<file path="config.mk">
export PLATFORM = sky130hd
export DESIGN_NAME = current_switch_array
export DESIGN_NICKNAME = d
export VERILOG_FILES = /design/src/rtl/current_switch_array_pkg.sv /design/src/rtl/csa_popcount.sv /design/src/rtl/current_switch_array.sv
export SDC_FILE = /design/constraint.sdc
export NUM_CORES = 1
export LEC_CHECK = 0
export CAP_MARGIN = 0
export CORE_MARGIN = 2
export CORE_UTILIZATION = 50
export DETAILED_ROUTE_END_ITERATION = 7
export PLACE_DENSITY = 0.75
export SLEW_MARGIN = 20
export SYNTH_ARGS = -nofsm -noshare
export SYNTH_HDL_FRONTEND = slang
export SYNTH_SLANG_ARGS = --single-unit
</file>
<file path="constraint.sdc">
create_clock -name clk -period 27.2 [get_ports clk]
set_clock_uncertainty 0.05 [all_clocks]
set_input_delay 5.44 -clock clk [delete_from_list [all_inputs] [get_ports clk]]
set_output_delay 5.44 -clock clk [all_outputs]
set_load 0.1 [all_outputs]
</file>
<file path="src/rtl/current_switch_array_pkg.sv">
// ============================================================================
// Module  : current_switch_array_pkg
// Brief   : Shared constants and helpers for the switched current-cell array.
// Revision: 1.0 - initial release
// ============================================================================
`default_nettype none

package current_switch_array_pkg;

    localparam int DEF_N_ARRAY    = 47;
    localparam int DEF_WIDTH      = 18;
    localparam int DEF_IN_EXP     = -14;
    localparam int DEF_OUT_EXP    = -14;
    localparam int DEF_RECIP_FRAC = 24;

    // Wide enough to hold any internal result before reduction to WIDTH bits.
    localparam int SAT_W = 128;

    function automatic int cnt_width(input int n);
        return $clog2(n + 1);
    endfunction

    // Round-half-up of 2^frac / n.
    function automatic longint recip(input int n, input int frac);
        return ((longint'(1) <<< frac) + longint'(n / 2)) / longint'(n);
    endfunction

    function automatic logic signed [SAT_W-1:0] sat_trunc(
        input logic signed [SAT_W-1:0] value,
        input int                      width
    );
`ifdef CURRENT_SWITCH_ARRAY_SAT_EN
        logic signed [SAT_W-1:0] one;
        logic signed [SAT_W-1:0] hi;
        logic signed [SAT_W-1:0] lo;
        one = {{(SAT_W-1){1'b0}}, 1'b1};
        hi  = (one <<< (width - 1)) - one;
        lo  = -hi - one;
        if (value > hi)      return hi;
        else if (value < lo) return lo;
        else                 return value;
`else
        logic signed [SAT_W-1:0] sh;
        sh = value <<< (SAT_W - width);
        return sh >>> (SAT_W - width);
`endif
    endfunction

endpackage

`default_nettype wire

</file>
<file path="src/rtl/csa_popcount.sv">
// ============================================================================
// Module  : csa_popcount
// Brief   : Combinational balanced adder-tree population count of an N-bit word.
// Revision: 1.0 - initial release
// ============================================================================
`default_nettype none

module csa_popcount
    import current_switch_array_pkg::*;
#(
    parameter int N = 8
) (
    input  logic [N-1:0]              vec_i,
    output logic [cnt_width(N)-1:0]   cnt_o
);

    localparam int OW = cnt_width(N);

    generate
        if (N == 1) begin : g_leaf
            assign cnt_o = vec_i;
        end else begin : g_node
            // Split in halves so tree depth stays log2(N).
            localparam int NL = N / 2;
            localparam int NH = N - NL;
            localparam int LW = cnt_width(NL);
            localparam int HW = cnt_width(NH);

            logic [LW-1:0] w_lo;
            logic [HW-1:0] w_hi;

            csa_popcount #(.N(NL)) u_lo (.vec_i(vec_i[NL-1:0]), .cnt_o(w_lo));
            csa_popcount #(.N(NH)) u_hi (.vec_i(vec_i[N-1:NL]), .cnt_o(w_hi));

            assign cnt_o = OW'(w_lo) + OW'(w_hi);
        end
    endgenerate

endmodule

`default_nettype wire

</file>
<file path="src/rtl/current_switch_array.sv">
// ============================================================================
// Module  : current_switch_array
// Brief   : v_out = v_in * popcount(ctrl) / N_ARRAY, two-stage pipeline.
//           Define CURRENT_SWITCH_ARRAY_SAT_EN to clamp instead of wrap.
// Revision: 1.0 - initial release
// ============================================================================
`default_nettype none

module current_switch_array
    import current_switch_array_pkg::*;
#(
    parameter int N_ARRAY    = DEF_N_ARRAY,
    parameter int WIDTH      = DEF_WIDTH,
    parameter int IN_EXP     = DEF_IN_EXP,
    parameter int OUT_EXP    = DEF_OUT_EXP,
    parameter int RECIP_FRAC = DEF_RECIP_FRAC
) (
    input  logic                    clk,
    input  logic                    rst_n,
    input  logic signed [WIDTH-1:0] v_in,
    input  logic [N_ARRAY-1:0]      ctrl,
    output logic signed [WIDTH-1:0] v_out
);

    localparam int KW  = cnt_width(N_ARRAY);
    localparam int SH  = RECIP_FRAC + OUT_EXP - IN_EXP;
    // Product magnitude < 2^(WIDTH-1+KW+RECIP_FRAC); extra bits cover sign and rounding.
    localparam int PW  = WIDTH + KW + RECIP_FRAC + 2;
    localparam int LSH = (SH < 0) ? -SH : 0;
    localparam int RW  = PW + LSH;

    localparam longint                 RECIP_L = recip(N_ARRAY, RECIP_FRAC);
    localparam logic signed [PW-1:0]   C_RECIP = PW'(RECIP_L);

    logic signed [WIDTH-1:0] v_q;
    logic [KW-1:0]           k_q;
    logic [KW-1:0]           w_k;
    logic signed [PW-1:0]    w_v_ext;
    logic signed [PW-1:0]    w_k_ext;
    logic signed [PW-1:0]    w_prod;
    logic signed [RW-1:0]    w_res;
    logic signed [SAT_W-1:0] w_sat;
    logic                    w_sat_unused;
    logic signed [WIDTH-1:0] v_out_d;
    logic signed [WIDTH-1:0] v_out_q;

    csa_popcount #(.N(N_ARRAY)) u_pop (
        .vec_i (ctrl),
        .cnt_o (w_k)
    );

    always_ff @(posedge clk) begin
        if (!rst_n) begin
            v_q <= '0;
            k_q <= '0;
        end else begin
            v_q <= v_in;
            k_q <= w_k;
        end
    end

    assign w_v_ext = PW'(v_q);
    assign w_k_ext = {{(PW-KW){1'b0}}, k_q};
    assign w_prod  = w_v_ext * w_k_ext * C_RECIP;

    generate
        if (SH > 0) begin : g_shr
            localparam logic signed [PW-1:0] C_HALF = {{(PW-1){1'b0}}, 1'b1} <<< (SH - 1);
            assign w_res = (w_prod + C_HALF) >>> SH;
        end else begin : g_shl
            logic signed [RW-1:0] w_wide;
            assign w_wide = RW'(w_prod);
            assign w_res  = w_wide <<< LSH;
        end
    endgenerate

    assign w_sat        = sat_trunc(SAT_W'(w_res), WIDTH);
    assign v_out_d      = w_sat[WIDTH-1:0];
    assign w_sat_unused = ^w_sat[SAT_W-1:WIDTH];

    always_ff @(posedge clk) begin
        if (!rst_n) begin
            v_out_q <= '0;
        end else begin
            v_out_q <= v_out_d;
        end
    end

    assign v_out = v_out_q;

endmodule

`default_nettype wire

</file>
==> impl_metrics.tcl, run 1 <==
set metrics [dict create \
    nNetsFinal 2253 \
    via_per_inst 5.04 \
    syn2layout_area_growth_pct 9.95 \
    post-route-min-period_ps 11970 \
    grt.overflow.total 0 \
    detail_route.wl_per_cell_microns 14.6 \
    synth_top_family_by_area "adder cells" \
    vias 10300 \
    hp-class "flip-flop to flip-flop" \
    synth_area_leaders "fa_1 37%, ha_1 21%, inv_1 12%, dfxtp_1 5.7%, and2_1 5.6%" \
    worstMarginPinSlew_ps 991 \
    ys_ff_latch 42 \
    cts.sinks 42 \
    critPathMaxFanout 18 \
    cp_slowest_cell "fa_1" \
    drive_gt1_frac 0.0246 \
    ctsResizeCount 0 \
    syn-cell-area_sq_mm 0.0148 \
    holdBufCountCts 0 \
    core_area_sq_mm 0.0289 \
    wl_microns 30000 \
    synth_cell_types 67 \
    setup_viol 0 \
    async_flop_share 0 \
    antenna_found_initial 0 \
    io_pins 85 \
    cts_tree "yes" \
    cts_buffer_depth 2 \
    synth-adder-area-share 0.579 \
    rows 62 \
    outcome "complete, no violations" \
    maxSlewViolCount 0 \
    io_buffer_count 84 \
    setup_tns_ps 0 \
    max_stage_delay_ps 540 \
    synth-xor-area-share 0.0436 \
    drt_pass1_iterations 5 \
    netlist_instances 1592 \
    synth_compound_area_frac 0.0752 \
    synth_ff_type "dfxtp_1" \
    yosysSeqAreaShare 0.0569 \
    drc 0 \
    grt_max_degree 44 \
    worst_path_most_repeated_cell "fa_1" \
    initialDrtViolationCount 340 \
    synth-edff-count 0 \
    track_usage 0.209 \
    max_freq_mhz 83.5 \
    clkLatencyLatePin_ps 300 \
    synth.largest_area_cell "fa_1" \
    yosysTopAreaCellShare 0.373 \
    critPathLaunchType "flip-flop" \
    start_util 0.512 \
    muxShareOfSynthArea 0.00313 \
    grt_setup_unrepaired "no" \
    grt_pass1_vias 10900 \
    critPathCaptureType "flip-flop" \
    cap_violations 0 \
    r2r_setup_slack_ps 15230 \
    path_class "flip-flop to flip-flop" \
    grt_first_pass_wirelength_microns 52600 \
    avgSynthCellArea_sq_um 9.28 \
    finalHoldViolations 0 \
    synthesis.nets 2177 \
    dp_hpwl_microns 26900 \
    postRouteAntennaNets 0 \
    place.gp.congestion 0.875 \
    post-route-period-util 0.440 \
    yosys.area_share.simple 0.118 \
    yosys_warnings 0 \
    postCtsSetupRepairBufs 0 \
    antennaDiodeCount 0 \
    die_w_microns 176 \
    ctsHtreeMaxLevel 2 \
    fp.dieH_microns 176 \
    required_ps 27350 \
    arrival_ps 12120 \
    slew_headroom 0.334 \
    dieArea_sq_mm 0.0309 \
    path_clk_slew_ps 70 \
    cts_made_buffers 5 \
    cts-root-buf "clkbuf_16" \
]
-- state kept, by name (all words and copies together) (netlist names) --
register and count:
v_out 18, v_q 18, k_q 6
-- layout make-up --
cell class                 instances  area, sq um
tap                              384          480
sequential                        42          841
clock buffer                       5          125
inverter                         464         1740
multi-input combinational       1064        12100
fill                            2589        12600
timing repair buffer              91          893
clock inverter                     3         68.8
-- Yosys cell counts (3+ instances only) --
library cell  number
xnor2_1           54
a21oi_1           46
a211oi_1          12
nand2b_1           6
nor2_1            43
clkbuf_1          16
dfxtp_1           42
and4_1             3
nand4_1            7
o21ai_0           19
o21a_1            12
ha_1             243
buf_2              4
o31a_1             6
fa_1             275
nor2b_1            7
nand3_1            9
a21boi_0           3
xor2_1            17
o21bai_1           6
nand2_1           59
or3_1              3
o211ai_1           5
a21o_1            19
inv_1            464
and3_1             8
and2_1           132
a31oi_1            6
nor3_1            15
o31ai_1            3
-- final timing paths --
path | from | end | cells past startpoint
worst max-delay path | k_q[1] | v_out[17] | 42
worst min register to register | v_q[0] | v_out[4] | 6
worst max register to register | k_q[1] | v_out[17] | 42
worst min-delay path | v_q[0] | v_out[4] | 6
-- logic make-up after synthesis --
| kind of cell | Yosys count |
|---|---|
| buffers and inverters | 486 |
| and+or+nand+nor | 308 |
| DFF | 42 |
| AOI/OAI and AO/OA | 162 |
| muxes | 4 |
| adders and majority gates | 518 |
| xor gates and xnor gates | 72 |
-- critical path: cells and delay by family (launching register included) --
kind                       cells  cell delay [ps]
DFF                            1              500
adders and majority gates     12             5650
AOI/OAI and AO/OA             10             2450
muxes                          2              450
buffers and inverters          8              400
xor gates and xnor gates       2              610
and+or+nand+nor                8             1770
-- cell usage in the layout, fill, tap and decap left out, types with 7 or more instances in the layout --
master	netlist	layout
nor2b_1	7	7
buf_4	0	7
a211oi_1	12	11
nand4_1	7	7
clkdlybuf4s50_1	0	84
dfxtp_1	42	42
o21ai_0	19	19
xor2_1	17	17
inv_1	464	464
nor2_1	43	43
fa_1	275	275
nand3_1	9	9
a21oi_1	46	46
nand2_1	59	59
nor3_1	15	15
and3_1	8	8
ha_1	243	243
o21a_1	12	12
and2_1	132	132
a21o_1	19	19
xnor2_1	54	54
-- stage by stage --
stage / instances / util / hold slack (ps) / cell area, sq um / setup slack (ps)
floorplan: 1592 / - / 1230 / 14800 / 15300
global placement: 2045 / 0.556 / 1450 / 16000 / 15630
detailed placement: 2045 / 0.556 / 1440 / 16000 / 15300
CTS: 2053 / 0.563 / 1510 / 16200 / 15240
global route: 2053 / 0.563 / 1610 / 16200 / 14490
finish: 2053 / 0.563 / 1510 / 16200 / 15230
-- layer usage --
metal,GRT usage,part of all wire
met1,0.292,0.46
met2,0.363,0.50
met3,0.0173,0.032
met4,0.0337,0.0094
met5,0,0
Power of run 1 is left out: the tool's default activity adds up to more than one toggle a clock period on the data nets, which glitch-free logic cannot reach.
==> run 2: changes to the inputs <==
Settings changed: PLACE_DENSITY 0.75 to 0.77.
Clock period 27.2 ns to 10.4 ns, I/O delays scaled along.
==> impl_metrics.tcl, run 2 (same netlist as run 1, synthesis figures left out) <==
set metrics [dict create \
    critPathCaptureType "flip-flop" \
    setup_ws_ps -74.3 \
    cts_buffer_depth 2 \
    final_cell_mix "436 x inv_1, 261 x fa_1, 202 x ha_1" \
    rows 62 \
    cts.sinks 42 \
    drt_pass1_iterations 5 \
    setup_viol 3 \
    clkLatencyLatePin_ps 320 \
    cts-root-buf "clkbuf_16" \
    antennaDiodeCount 0 \
    detail_route.wl_per_cell_microns 15.9 \
    path_clk_slew_ps 70 \
    die_w_microns 176 \
    cts_tree "yes" \
    syn2layout_area_growth_pct 28.4 \
    wl_microns 35900 \
    drive_gt1_frac 0.227 \
    start_util 0.512 \
    cts_made_buffers 5 \
    track_usage 0.233 \
    final_common_cell "inv_1" \
    post-route-min-period_ps 10470 \
    grt_first_pass_wirelength_microns 57700 \
    cap_violations 0 \
    grt.overflow.total 0 \
    maxSlewViolCount 0 \
    dieArea_sq_mm 0.0309 \
    hp-class "flip-flop to flip-flop" \
    worst_path_most_repeated_cell "fa_1" \
    post-route-period-util 1.01 \
    place.gp.congestion 0.913 \
    vias 11400 \
    grt_max_degree 44 \
    nNetsFinal 2458 \
    cp_slowest_cell "fa_2" \
    holdBufCountCts 0 \
    initialDrtViolationCount 548 \
    ctsHtreeMaxLevel 2 \
    dp_hpwl_microns 29900 \
    io_buffer_count 84 \
    r2r_setup_slack_ps -70 \
    via_per_inst 5.03 \
    core_area_sq_mm 0.0289 \
    max_freq_mhz 95.5 \
    grt_pass1_vias 12100 \
    place_inst 2216 \
    outcome "complete, but fails checks" \
    fin_cells 2258 \
    slew_headroom 0.347 \
    grt_setup_unrepaired "yes" \
    antenna_found_initial 0 \
    critPathLaunchType "flip-flop" \
    io_pins 85 \
    worstMarginPinSlew_ps 976 \
    path_class "flip-flop to flip-flop" \
    finalHoldViolations 0 \
    arrival_ps 10640 \
    max_stage_delay_ps 580 \
    critPathMaxFanout 6 \
    postRouteAntennaNets 0 \
    drc 0 \
    required_ps 10560 \
    fp.dieH_microns 176 \
    violations "setup timing" \
]
run 2: cell count changes in the layout (fill, tap and decap cells not counted), sizes merged:
cell	delta
buf	+205
run 2: worst paths after layout:
| path | startpoint | cells past startpoint | end |
|---|---|---|---|
| max | k_q[3] | 43 | v_out[17] |
| min | v_q[0] | 8 | v_out[0] |
| min reg2reg | v_q[0] | 8 | v_out[0] |
| max reg2reg | k_q[3] | 43 | v_out[17] |
run 2: final cells by class:
class | instances | area [sq um]
clock buffer | 5 | 125
clock inverter | 3 | 68.8
fill | 2229 | 9900
inverter | 464 | 1740
multi-input combinational | 1064 | 13200
sequential | 42 | 860
tap | 384 | 480
timing repair buffer | 296 | 2490
run 2: per-layer routing:
layer / wire [microns] / vias to the layer above / track usage
met3: 1470 / 42 / 0.0329
li1: - / 5413 / -
met4: 606 / 0 / 0.0506
met1: 15100 / 5698 / 0.307
met5: 0 / - / 0
met2: 18700 / 203 / 0.409
run 2: repair_timing:
item / 4_1_cts / 5_1_grt
endpoints found under the setup margin: 7 / 11
resized for setup: 78 / 130
cloned: 0 / 0
pin swaps: 79 / 106
buffers inserted: 15 / 24
run 2: worst max-delay path, delay by kind of cell (launching register included):
kind / cells / cell delay, ps
xor gates and xnor gates: 2 / 390
adders and majority gates: 12 / 5130
DFF: 1 / 370
AOI/OAI and AO/OA: 8 / 1660
and+or+nand+nor: 10 / 1630
muxes: 2 / 430
buffers and inverters: 9 / 690
run 2: stage by stage:
step | area (sq um) | hold slack [ps] | setup TNS [ps] | util | setup WS, ps
detailed placement | 17500 | 1600 | -838 | 0.607 | -277
CTS | 18300 | 1710 | -8.00 | 0.633 | -8.00
global placement | 17500 | 1600 | -142 | 0.607 | -129
global route | 19000 | 1800 | -2470 | 0.657 | -451
finish | 19000 | 1710 | -138 | 0.657 | -74.3
floorplan | 15000 | 1230 | -24.2 | - | -24.2
Power of run 2 is left out for the same reason.
==> run 3: changes to the inputs <==
Settings changed: CORE_MARGIN 2 to default.
==> impl_metrics.tcl, run 3 (same netlist as run 1, synthesis figures left out) <==
set metrics [dict create \
    outcome "complete, but fails checks" \
    violations "setup timing" \
    dp_slack_ps -301 \
    post-route-period-util 1.02 \
    fin_cells 2251 \
    place_inst 2212 \
    dp_hpwl_microns 29600 \
    slew_headroom 0.346 \
    cts_made_buffers 5 \
    finalHoldViolations 0 \
    setup_viol 3 \
    cap_violations 0 \
    antennaDiodeCount 0 \
    grt_setup_unrepaired "yes" \
    grt.overflow.total 0 \
    grt_first_pass_wirelength_microns 57200 \
    drt_pass1_iterations 7 \
    place.gp.congestion 0.909 \
    cp_slowest_cell "fa_2" \
    max_stage_delay_ps 560 \
    cts.sinks 42 \
    rows 62 \
    fillCellCount 2266 \
    critPathMaxFanout 6 \
    arrival_ps 10760 \
    critPathCaptureType "flip-flop" \
    max_freq_mhz 94.2 \
    clkLatencyLatePin_ps 300 \
    detail_route.wl_per_cell_microns 15.3 \
    path_clk_slew_ps 70 \
    final_area_sq_mm 0.0189 \
    setup_ws_ps -219 \
    cts_buffer_depth 2 \
    dieArea_sq_mm 0.0302 \
    fp.dieH_microns 174 \
    critPathLaunchType "flip-flop" \
    final_cell_mix "445 x inv_1, 265 x fa_1, 198 x ha_1" \
    wl_microns 34500 \
    cts-root-buf "clkbuf_16" \
    start_util 0.512 \
    worstMarginPinSlew_ps 979 \
    post-route-min-period_ps 10620 \
    drive_gt1_frac 0.212 \
    nNetsFinal 2451 \
    maxSlewViolCount 0 \
    required_ps 10540 \
    grt_pass1_vias 12100 \
    core_area_sq_mm 0.0289 \
    final_common_cell "inv_1" \
    place_area_sq_mm 0.0175 \
    io_pins 85 \
    ctsHtreeMaxLevel 2 \
    initialDrtViolationCount 551 \
    hp-class "flip-flop to flip-flop" \
    io_buffer_count 84 \
    vias 11300 \
    antenna_found_initial 0 \
    syn2layout_area_growth_pct 27.7 \
    via_per_inst 5.02 \
    setup_tns_ps -443 \
    drc 0 \
    die_w_microns 174 \
    grt_max_degree 44 \
    path_class "flip-flop to flip-flop" \
    postRouteAntennaNets 0 \
    cts_tree "yes" \
    track_usage 0.235 \
]
[run 3: cell types whose count changed in the layout (fill, tap and decap cells not counted), sizes merged]
cell and change:
buf -7
[run 3: layer usage]
metal  part of all wire  up-vias  GRT usage  wire length, microns
met3              0.038       41     0.0279                  1320
met5                  0        -          0                     0
met2               0.52      230      0.415                 17800
met1               0.43     5604      0.307                 14800
met4              0.017        0     0.0541                   591
li1                   -     5419          -                     -
[run 3: per-stage QoR]
stage	hold WS [ps]	utilization
2_1_floorplan	1230	-
3_3_place_gp	1630	0.606
3_5_place_dp	1630	0.606
4_1_cts	1650	0.630
5_1_grt	1810	0.653
6_report	1700	0.653
[run 3: cell type report]
| type | count | area, sq um | area share |
|---|---|---|---|
| Timing Repair Buffer | 289 | 2420 | 0.128 |
| Inverter | 464 | 1740 | 0.0924 |
| Clock inverter | 3 | 68.8 | 0.00365 |
| Clock buffer | 5 | 125 | 0.00663 |
| Multi-Input combinational cell | 1064 | 13200 | 0.698 |
| Sequential cell | 42 | 858 | 0.0455 |
| Tap cell | 384 | 480 | 0.0255 |
[run 3: timing repair]
item | CTS | global route
setup endpoints to repair | 8 | 9
hold buffers | 0 | 0
resized for setup | 70 | 105
gates cloned | 0 | 0
buffers inserted | 15 | 17
pin swaps | 65 | 69
[run 3: path summary, 6_finish.rpt]
kind	startpoint	to	slack, ps	depth (start not counted)
hold / removal	v_q[0]	v_out[4]	1700	8
setup reg to reg	k_q[1]	v_out[17]	-220	44
setup / recovery	k_q[1]	v_out[17]	-220	44
hold reg to reg	v_q[0]	v_out[4]	1700	8
[run 3: worst max-delay path: cells and delay by family (launching register included)]
| family | cells | cell delay (ps) |
|---|---|---|
| AO/OA/AOI/OAI | 8 | 1430 |
| flip-flops | 1 | 370 |
| buffers and inverters | 10 | 680 |
| XOR/XNOR | 2 | 480 |
| AND/OR/NAND/NOR | 9 | 1810 |
| adder cells (fa/ha/maj) | 13 | 5360 |
| multiplexers | 2 | 300 |
Power of run 3 is left out for the same reason.
==> RTL edit 1 (flow settings as in run 3) <==
`v_q` no longer has a reset.
--- a/src/rtl/current_switch_array.sv
+++ b/src/rtl/current_switch_array.sv
@@ -51,12 +51,14 @@
 
     always_ff @(posedge clk) begin
         if (!rst_n) begin
-            v_q <= '0;
             k_q <= '0;
         end else begin
-            v_q <= v_in;
             k_q <= w_k;
         end
+    end
+
+    always_ff @(posedge clk) begin
+        v_q <= v_in;
     end
 
     assign w_v_ext = PW'(v_q);
Function: not settled (the Yosys comparison gave no result); the edit may change what the design does.
==> RTL edit 1 against run 3 <==
The flow finishes with violations (DRC, setup timing). Worst setup slack gained 0.011 ns. Final area shrank 5.6%. Critical endpoint is now v_out[11]$_SDFF_PN0_. Routed wire length shrank 4.7%. Sequential cell count is the same. Non-clock buffer count shrank 68. Area after synthesis shrank 1.7%.
Power is not shown: default switching activity piles up to over one toggle a cycle in this logic, so the estimate is an artifact.
==> RTL edit 1: results (changes against run 3) <==
fin_setup_tns_ns: -0.463  # -0.0200 ns
clk_pin_slew_worst_paths_ns: 0.07  # about the same
synth_flop_cell: "sky130_fd_sc_hd__dfxtp_1"
synth.yosys.warnings: 0  # unchanged
first_global_vias: 11664  # -3.9%
worst-path-max-fanout: 7  # +1
drt-total-wl_um: 32900  # -4.7%
n_fill_cell: 2316  # +2.2%
synth_common_cells: "467 x sky130_fd_sc_hd__inv_1, 275 x sky130_fd_sc_hd__fa_1, 243 x sky130_fd_sc_hd__ha_1, 113 x sky130_fd_sc_hd__and2_1, 57 x sky130_fd_sc_hd__nand2_1"
fraction_of_the_mapped_netlist_area_in_adder_cells_pct: 58.9  # +1.0 points
gp_congestion: 0.942  # +3.6%
violations: "DRC, setup timing"
slew_headroom_pct: 34.2  # -0.34 points
synth_area_in_compound_gates_pct: 7.14  # -0.38 points
postSynth.asyncResetShare_pct: 0  # unchanged
synth_xor_area_share_pct: 4.46  # +0.094 points
first_pass_iters: 7  # unchanged
postSynthNetCount: 2136  # -1.9%
worst_skew_pair.late_latency_ns: 0.31
final_critical_path_setup_slack_ns: -0.208  # +0.0110 ns
clk_root_buffer_cell: "sky130_fd_sc_hd__clkbuf_16"
placed_area_um2: 16800  # -3.8%
outcome: "complete, but fails checks"
synth_seq_area_share_pct: 5.79  # +0.10 points
groute.usage.overall_pct: 23.6  # +0.13 points
post_synth_inst_count: 1551  # -2.6%
cts_buffer_depth: 2  # unchanged
drc: 1  # +1
tritoncts.num_buffers: 5  # unchanged
detailedRoute.firstIterationViolations: 314  # -43%
setup_viol: 6  # +3
grt_first_pass_wirelength_um: 54700  # -4.5%
dpl.hpwl_um: 28100  # -5.0%
final-seq-area_um2: 852  # -0.73%
post_layout_nonfiller_instances: 2144  # -4.8%
place.port_buffers: 84  # unchanged
antenna_violations_before_repair: 0  # unchanged
htree_num_levels: 2  # unchanged
final_antenna_diode_count: 0  # unchanged
post_route_cells_drive_above_1_share_pct: 16.2  # -5.0 points
routed_via_density: 5.02  # about the same
finish.net_count: 2344  # -4.4%
worst_path_max_delay_cell: "sky130_fd_sc_hd__fa_1"
min_path_type: "reg2reg"
max_stage_delay_ns: 0.57
pin_count_of_the_biggest_net_entering_global_routing: 28  # -36%
synth.distinct_cells: 71  # +6.0%
ys_top_cells_by_area: "sky130_fd_sc_hd__fa_1 38%, sky130_fd_sc_hd__ha_1 21%, sky130_fd_sc_hd__inv_1 12%, sky130_fd_sc_hd__dfxtp_1 5.8%, sky130_fd_sc_hd__and2_1 4.9%"
synth_mux_area_share_pct: 0.207  # -0.11 points
[RTL edit 1: cell type report]
class | instances | area share, %
Timing Repair Buffer | 221 | 10.7
Clock inverter | 3 | 0.387
Inverter | 467 | 9.86
Multi-Input combinational cell | 1022 | 70.9
Clock buffer | 5 | 0.703
Tap cell | 384 | 2.70
Sequential cell | 42 | 4.79
[RTL edit 1: stage by stage]
step / setup WS (ns) / hold WS (ns)
2_1_floorplan: 0.0482 / 1.33
3_3_place_gp: -0.129 / 1.63
6_report: -0.208 / 1.60
4_1_cts: -0.0805 / 1.69
5_1_grt: -0.499 / 1.71
3_5_place_dp: -0.288 / 1.65
[RTL edit 1: cells by family after synthesis]
logic type	after synthesis
buffers and inverters	487
adder cells (fa/ha/maj)	518
AND/OR/NAND/NOR	282
multiplexers	3
flip-flops	42
XOR/XNOR	73
AO/OA/AOI/OAI	146
[RTL edit 1: metal layers]
layer | vias up | routed length, µm | GRT usage, % | share of wire, %
met2 | 182 | 17500 | 42.2 | 53
met3 | 35 | 1150 | 3.20 | 3.5
li1 | 5147 | - | - | -
met5 | - | 0 | 0 | 0
met1 | 5399 | 13600 | 29.6 | 41
met4 | 0 | 653 | 6.69 | 2.0
[RTL edit 1: timing repair]
action | 4_1_cts | 5_1_grt
setup buffers | 14 | 10
gates resized for setup | 53 | 74
setup endpoints to repair | 9 | 12
pin swaps | 38 | 51
hold buffers | 0 | 0
[RTL edit 1: worst paths after layout]
kind                          start              endpoint  slack (ns)  depth (start not counted)
hold / removal       v_q[0]$_DFF_P_   v_out[0]$_SDFF_PN0_        1.60                          8
setup / recovery  k_q[1]$_SDFF_PN0_  v_out[11]$_SDFF_PN0_       -0.21                         38
setup reg to reg  k_q[1]$_SDFF_PN0_  v_out[11]$_SDFF_PN0_       -0.21                         38
hold reg to reg      v_q[0]$_DFF_P_   v_out[0]$_SDFF_PN0_        1.60                          8
[RTL edit 1: worst max-delay path, delay by kind of cell, from the launching register on]
| family | cells | cell delay (ns) |
|---|---|---|
| AO/OA/AOI/OAI | 7 | 1.85 |
| multiplexers | 1 | 0.13 |
| flip-flops | 1 | 0.38 |
| buffers and inverters | 9 | 0.58 |
| XOR/XNOR | 2 | 0.31 |
| adder cells (fa/ha/maj) | 12 | 5.46 |
| AND/OR/NAND/NOR | 7 | 1.71 |
==> RTL edit 2 (settings of run 3) <==
Made on the original files. Add a define of `CURRENT_SWITCH_ARRAY_SAT_EN`.
--- a/src/rtl/current_switch_array_pkg.sv
+++ b/src/rtl/current_switch_array_pkg.sv
@@ -4,6 +4,8 @@
 // Revision: 1.0 - initial release
 // ============================================================================
 `default_nettype none
+
+`define CURRENT_SWITCH_ARRAY_SAT_EN
 
 package current_switch_array_pkg;
 
Function: not settled (the Yosys comparison gave no result); the edit may change what the design does.
==> RTL edit 2 against run 3 <==
The flow still finishes with violations (setup timing). Sequential share of layout area down 0.056 points. Routed wire length up 5.7%. Area after synthesis up 3.6%. Final area up 1.2%. Highest routed layer unchanged. Critical endpoint is now v_out[2]$_SDFF_PN0_. Hold slack worse by 0.18 ns. Via count up 5.6%. Worst setup slack worse by 0.068 ns. Sequential cell count unchanged.
Power is left out: the tool's default activity adds up to more than one toggle a clock period on the data nets, which glitch-free logic cannot reach.
==> RTL edit 2: results (changes against run 3) <==
post_route_cells_drive_above_1_share_pct: 19.3  # -1.8 points
first_pass_iters: 5  # -2
gp_congestion: 0.894  # -1.7%
min_path_type: "reg2reg"
routed_via_density: 5.20  # +3.6%
setup_viol: 17  # +14
synth_xor_area_share_pct: 3.99  # -0.37 points
ys_top_cells_by_area: "sky130_fd_sc_hd__fa_1 37%, sky130_fd_sc_hd__ha_1 21%, sky130_fd_sc_hd__inv_1 12%, sky130_fd_sc_hd__dfxtp_1 5.5%, sky130_fd_sc_hd__and2_1 4.8%"
cpLargestDelayFamily: "adder cells"
pin_count_of_the_biggest_net_entering_global_routing: 31  # -30%
dpl.hpwl_um: 30700  # +3.6%
drt-total-wl_um: 36500  # +5.7%
place.port_buffers: 84  # unchanged
outcome: "complete, but fails checks"
htree_num_levels: 2  # unchanged
first_global_vias: 12526  # +3.2%
worst_path_max_delay_cell: "sky130_fd_sc_hd__fa_1"
synth_area_in_compound_gates_pct: 9.44  # +1.9 points
clk_root_buffer_cell: "sky130_fd_sc_hd__clkbuf_16"
postSynthNetCount: 2244  # +3.1%
grt_first_pass_wirelength_um: 59900  # +4.7%
cts_buffer_depth: 2  # unchanged
drt.antenna.violating_nets: 0  # unchanged
final_critical_path_setup_slack_ns: -0.287  # -0.0684 ns
worst_hold_path.num_cells: 8  # unchanged
worstRegToRegCells: 44  # unchanged
max_stage_delay_ns: 0.57
detailedRoute.firstIterationViolations: 547  # -0.73%
final_antenna_diode_count: 0  # unchanged
tritoncts.num_buffers: 5  # unchanged
synth_seq_area_share_pct: 5.50  # -0.20 points
critical_path_arrival_ns: 10.79  # +0.03 ns
worst-path-max-fanout: 7  # +1
postSynth.asyncResetShare_pct: 0  # unchanged
synth.yosys.warnings: 0  # unchanged
worst_skew_pair.late_latency_ns: 0.30  # about the same
finish.net_count: 2500  # +2.0%
synth.distinct_cells: 85  # +27%
slew_headroom_pct: 32.4  # -2.2 points
fraction_of_the_mapped_netlist_area_in_adder_cells_pct: 57.0  # -0.83 points
synth_common_cells: "469 x sky130_fd_sc_hd__inv_1, 279 x sky130_fd_sc_hd__fa_1, 251 x sky130_fd_sc_hd__ha_1, 117 x sky130_fd_sc_hd__and2_1, 62 x sky130_fd_sc_hd__nand2_1"
synth_flop_cell: "sky130_fd_sc_hd__dfxtp_1"
antenna_violations_before_repair: 0  # unchanged
groute.usage.overall_pct: 24.1  # +0.59 points
violations: "setup timing"
synth_mux_area_share_pct: 0.139  # -0.17 points
-- RTL edit 2: timing repair --
item,4_1_cts,5_1_grt
setup endpoints to repair,18,18
pin swaps,53,56
buffers inserted,20,15
cloned,2,0
resized for setup,84,72
-- RTL edit 2: final cells by class --
type                            instances  area (µm²)
Multi-Input combinational cell       1113       13500
Fill cell                            2306       10800
Timing Repair Buffer                  272        2360
Inverter                              469        1780
Sequential cell                        42         858
Tap cell                              390         488
Clock buffer                            6         139
Clock inverter                          2        12.5
-- RTL edit 2: worst paths after layout --
path                          start             endpoint  slack, ns
setup / recovery  k_q[3]$_SDFF_PN0_  v_out[2]$_SDFF_PN0_      -0.29
hold / removal    v_q[0]$_SDFF_PN0_  v_out[0]$_SDFF_PN0_       1.52
setup reg to reg  k_q[3]$_SDFF_PN0_  v_out[2]$_SDFF_PN0_      -0.29
hold reg to reg   v_q[0]$_SDFF_PN0_  v_out[0]$_SDFF_PN0_       1.52
-- RTL edit 2: per-stage QoR --
| stage | std cells | worst slack, ns | hold slack [ns] | cell area, µm² | setup TNS [ns] |
|---|---|---|---|---|---|
| final | 2294 | -0.287 | 1.52 | 19100 | -3.87 |
| after global routing | 2294 | -0.619 | 1.58 | 19100 | -10.11 |
| after CTS | 2280 | -0.212 | 1.51 | 18600 | -3.34 |
| after detailed placement | 2250 | -0.450 | 1.49 | 17900 | -6.31 |
| after global placement | 2250 | -0.132 | 1.49 | 17900 | -2.07 |
| after floorplan | 1647 | 0.00285 | 1.11 | 15500 | 0 |
-- RTL edit 2: per-layer routing --
layer,global-route usage (%),part of all wire (%)
met3,1.91,3.1
met4,7.54,2.8
met1,31.7,42
met5,0,0
met2,41.9,52
